## src/rtl/mem_port_arbiter.sv

```systemverilog
// Two-port round-robin arbiter in front of a single-port word memory.
// Each access takes two cycles: one cycle to arbitrate (IDLE) and one cycle to access the memory (ACCESS).
module mem_port_arbiter #(
    parameter int WORD  = 16,
    parameter int AW    = 11,
    parameter int DEPTH = 1024
) (
    input  logic            clk,
    input  logic            rst_n,
    input  logic            a_req,
    input  logic            a_we,
    input  logic [AW-1:0]   a_addr,
    input  logic [WORD-1:0] a_wdata,
    output logic            a_gnt,
    output logic            a_rvalid,
    output logic [WORD-1:0] a_rdata,
    input  logic            b_req,
    input  logic            b_we,
    input  logic [AW-1:0]   b_addr,
    input  logic [WORD-1:0] b_wdata,
    output logic            b_gnt,
    output logic            b_rvalid,
    output logic [WORD-1:0] b_rdata,
    output logic            mem_we,
    output logic            mem_re,
    output logic [AW-1:0]   mem_addr,
    output logic [WORD-1:0] mem_wdata,
    input  logic [WORD-1:0] mem_rdata,
    output logic            err
);

    typedef enum logic {IDLE, ACCESS} state_t;

    localparam logic [AW:0] DEPTH_W = (AW+1)'(DEPTH);

    // Port encoding: 0 = A, 1 = B.
    state_t          state_q, state_d;
    logic            sel_q, sel_d;
    logic            rr_last_q, rr_last_d;
    logic            cmd_we_q, cmd_we_d;
    logic [AW-1:0]   cmd_addr_q, cmd_addr_d;
    logic [WORD-1:0] cmd_wdata_q, cmd_wdata_d;
    logic [WORD-1:0] a_rdata_q, a_rdata_d;
    logic [WORD-1:0] b_rdata_q, b_rdata_d;
    logic            a_rvalid_q, a_rvalid_d;
    logic            b_rvalid_q, b_rvalid_d;
    logic            err_q, err_d;
    logic            winner;
    logic            in_range;
    logic            in_access;

    assign in_range  = ({1'b0, cmd_addr_q} < DEPTH_W);
    assign in_access = (state_q == ACCESS);

    always_ff @(posedge clk or negedge rst_n) begin
        if (!rst_n) begin
            state_q     <= IDLE;
            sel_q       <= 1'b0;
            rr_last_q   <= 1'b1;
            cmd_we_q    <= 1'b0;
            cmd_addr_q  <= '0;
            cmd_wdata_q <= '0;
            a_rdata_q   <= '0;
            b_rdata_q   <= '0;
            a_rvalid_q  <= 1'b0;
            b_rvalid_q  <= 1'b0;
            err_q       <= 1'b0;
        end else begin
            state_q     <= state_d;
            sel_q       <= sel_d;
            rr_last_q   <= rr_last_d;
            cmd_we_q    <= cmd_we_d;
            cmd_addr_q  <= cmd_addr_d;
            cmd_wdata_q <= cmd_wdata_d;
            a_rdata_q   <= a_rdata_d;
            b_rdata_q   <= b_rdata_d;
            a_rvalid_q  <= a_rvalid_d;
            b_rvalid_q  <= b_rvalid_d;
            err_q       <= err_d;
        end
    end

    always_comb begin
        state_d     = state_q;
        sel_d       = sel_q;
        rr_last_d   = rr_last_q;
        cmd_we_d    = cmd_we_q;
        cmd_addr_d  = cmd_addr_q;
        cmd_wdata_d = cmd_wdata_q;
        a_rdata_d   = a_rdata_q;
        b_rdata_d   = b_rdata_q;
        a_rvalid_d  = 1'b0;
        b_rvalid_d  = 1'b0;
        err_d       = 1'b0;
        winner      = 1'b0;

        case (state_q)
            IDLE: begin
                if (a_req || b_req) begin
                    // On a tie the port that was not granted last time wins.
                    if (a_req && !b_req)      winner = 1'b0;
                    else if (b_req && !a_req) winner = 1'b1;
                    else                      winner = ~rr_last_q;
                    sel_d       = winner;
                    rr_last_d   = winner;
                    cmd_we_d    = winner ? b_we    : a_we;
                    cmd_addr_d  = winner ? b_addr  : a_addr;
                    cmd_wdata_d = winner ? b_wdata : a_wdata;
                    state_d     = ACCESS;
                end
            end
            ACCESS: begin
                if (!cmd_we_q) begin
                    if (sel_q) begin
                        b_rvalid_d = 1'b1;
                        b_rdata_d  = in_range ? mem_rdata : '0;
                    end else begin
                        a_rvalid_d = 1'b1;
                        a_rdata_d  = in_range ? mem_rdata : '0;
                    end
                end
                err_d   = ~in_range;
                state_d = IDLE;
            end
            default: state_d = IDLE;
        endcase
    end

    assign a_gnt     = in_access & ~sel_q;
    assign b_gnt     = in_access &  sel_q;
    assign mem_re    = in_access & ~cmd_we_q & in_range;
    assign mem_we    = in_access &  cmd_we_q & in_range;
    assign mem_addr  = in_access ? cmd_addr_q  : '0;
    assign mem_wdata = in_access ? cmd_wdata_q : '0;
    assign a_rvalid  = a_rvalid_q;
    assign b_rvalid  = b_rvalid_q;
    assign a_rdata   = a_rdata_q;
    assign b_rdata   = b_rdata_q;
    assign err       = err_q;

endmodule

```

## config.mk

```make
export PLATFORM = sky130hd
export DESIGN_NAME = mem_port_arbiter
export DESIGN_NICKNAME = d
export VERILOG_FILES = /design/src/rtl/mem_port_arbiter.sv
export SDC_FILE = /design/constraint.sdc
export NUM_CORES = 1
export LEC_CHECK = 0
export ABC_AREA = 1
export CAP_MARGIN = 15
export CORE_ASPECT_RATIO = 0.5
export CORE_MARGIN = 2
export CORE_UTILIZATION = 40
export CTS_BUF_LIST = sky130_fd_sc_hd__clkbuf_8
export DETAILED_ROUTE_END_ITERATION = 16
export PLACE_DENSITY = 0.88
export SLEW_MARGIN = 30
export SYNTH_ARGS = -nofsm -noshare
export SYNTH_HDL_FRONTEND = slang
export SYNTH_SLANG_ARGS = --single-unit
export TNS_END_PERCENT = 1
```

## constraint.sdc

```tcl
create_clock -name clk -period 1.3 [get_ports clk]
set_clock_uncertainty 0.1 [all_clocks]
set_input_delay 0.195 -clock clk [delete_from_list [all_inputs] [get_ports clk]]
set_output_delay 0.195 -clock clk [all_outputs]
set_load 0.02 [all_outputs]
```

==> metrics.txt <==
clk sinks 66; syn nets 569; CP Data Arrival Time 1260 ps; RSZ-0062 raised after global routing yes; Pwr per Cell Area approximately 1700 mW/mm2; Post-DRT Antenna Nets 0; Leak 0.00306 uW; total CTS buffers 9; setup ws final -256 ps; initial antenna violation count 0; CP required 1000 ps; # nets final between 700 and 800; Clock Power Share 23.5%; fin. max-slew vios 0; Worst Max-Slew Pin Slew 371 ps; yosys warns 0; Top FF cell, synth dfrtp_1; EDFF count, synth 0; Port Buf Inserts 141; vias in the first global route 3,436; GPL Wtd Cong roughly 0.8; simple-gate share of the synthesized area 29.4%; Worst-path clk slew 70 ps; post-synthesis sequential area ratio a little under half; sw power ~3500 uW; initial DRC count ~200; Syn Inst Count 493; period utilization 120%; Peak Freq 643 MHz; Die Span X 136 um; most frequent cells in the layout nand2_1, inv_1, clkdlybuf4s50_1; grt total ovfl 0; CP Max Fanout 16; fraction of layout cells with a size suffix above 1 18.9%; Gate power share 40.8%; n_diodes 0; first-pass GRT wire length 16,200 um; Adder-Cell Fraction of Synth Area 0%; CP Launch Type flop; largest family of logic cells by synthesized area simple AND/OR/NAND/NOR gates; WS Path Type flop to primary output; XOR/XNOR Fraction of Synth Area 0%; violated checks negative setup slack; slew margin rel. 75.3%; Maximum Capacitance Violations 0; htree depth 3; status finished, violations left; DIE HEIGHT roughly 70 um; maximum VDD drop 0.810 mV; DP HPWL 7050 um; fillcell total just over 700; Starting Density 42.3%; Tot Pwr 8940 uW; most common cell after layout, fill and taps aside nand2_1; Residual DRC 0; post-synthesis cell area 0.00348 mm2; vias per cell 4.60; WL/cell 12.7 um; path depth of the worst reg2reg path 7; worst hold path class primary input to asynchronous set/reset pin; root buffer cell clkbuf_8; count of cell types in the netlist 18; share of the synthesized area in the top cell type 46.7%; Area contributors post-synth dfrtp_1, nand2_1, inv_1; drt first pass iters 4; largest net degree at the start of global routing 34; pre-CTS WS -409 ps; Routed WL 9690 um; mux contribution to synthesized area 0%; Total Routing Usage GR between 20% and 30%; die area 0.00951 mm2; CTS tree built; Switching Share 38.6%; Crit. End Element primary output; synthesized area per cell 7.06 um2; Int Power roughly 5500 uW; Rows 23; CTS max path bufs 2; area grow syn2layout 48.8%; fin crit period 1560 ps; I/O Pins 142; setup_tns -13,520 ps; final setup vio count 94; Flop pwr share 35.7%; final hold vios 0; Yosys reg bits 66; Worst-Skew Late Latency 350 ps; Core Box Area 0.00823 mm2; Synth area leader dfrtp_1; DR vias ~3,500; Compound-Gate Fraction of Synth Area between 4 and 5%; FFs w/ async S/R, synth 100%
through the flow:
stage / utilization (%) / hold WS, ps / instances / cell area [um2]
detailed placement: 61.9 / 27.0 / 744 / 5100
global route: 63.0 / 220 / 762 / 5180
CTS: 62.5 / 197 / 762 / 5150
finish: 63.0 / 201 / 762 / 5180
floorplan: - / -201 / 493 / 3490
global placement: 61.9 / 23.1 / 744 / 5100
routing by layer:
metal | share of wire (%) | global-route usage, % | wire (um)
met5 | 0 | 0 | 0
met4 | 2.3 | 8.10 | 219
met3 | 4.8 | 5.23 | 466
met2 | 51 | 36.7 | 4990
met1 | 41 | 26.3 | 4020
worst paths after layout:
path                               start               to  slack [ps]
setup reg to reg               in_access  cmd_wdata_q[11]        -200
min in group clk           mem_rdata[10]      b_rdata[10]         360
hold reg to reg               b_rdata[6]       b_rdata[6]         380
max in group asynchronous          rst_n        rr_last_q         370
setup / recovery               in_access            b_gnt        -260
hold / removal                     rst_n   cmd_wdata_q[4]         200
registers in the layout, summed over array words and instances (netlist names):
register,flops
a_rdata,16
a_rvalid,1
b_rdata,16
b_rvalid,1
cmd_addr_q,11
cmd_wdata_q,16
cmd_we_q,1
err,1
in_access,1
rr_last_q,1
sel_q,1
worst max-delay path, stage by stage, from the launching register on:
cell and delay, ps:
dfrtp_2 450, buf_12 170, nand2_2 90, inv_1 70, buf_6 130
synthesized netlist by cell type (2+ instances only):
cell type,instances
buf_2,10
buf_4,11
buf_6,3
clkbuf_1,4
dfrtp_1,65
inv_1,118
inv_2,2
nand2_1,167
nand3_1,56
nor2_1,18
o21ai_0,7
o21ai_1,26
cell type report:
type                       instances  area, um2  share of cell area [%]
sequential                        66       1650                    31.9
timing repair buffer             169       1480                    28.5
clock inverter                     7        119                    2.29
tap                              112        140                    2.70
multi-input combinational        279       1210                    23.3
inverter                         120        460                    8.89
clock buffer                       9        124                    2.39
what timing repair did:
action | in CTS | in global routing
cloned | 1 | 0
setup buffers | 0 | 0
setup endpoints to repair | 130 | 100
pin swaps | 0 | 3
hold buffers | 1 | 0
gates resized for setup | 287 | 25
endpoints found under the hold margin | 65 | 0
power groups by stage:
stage	clock [uW]	sequential, uW	combinational [uW]
3_3_place_gp	0	3220	4030
3_5_place_dp	0	3240	4120
5_1_grt	2230	3280	4020
2_1_floorplan	0	3780	1520
6_report	2100	3190	3650
4_1_cts	2130	3200	3650
logic make-up after synthesis:
kind of cell / Yosys count
compound gates: 34
flops: 66
buf+inv: 148
simple gates: 245
Power figures use the tool's default switching activity.
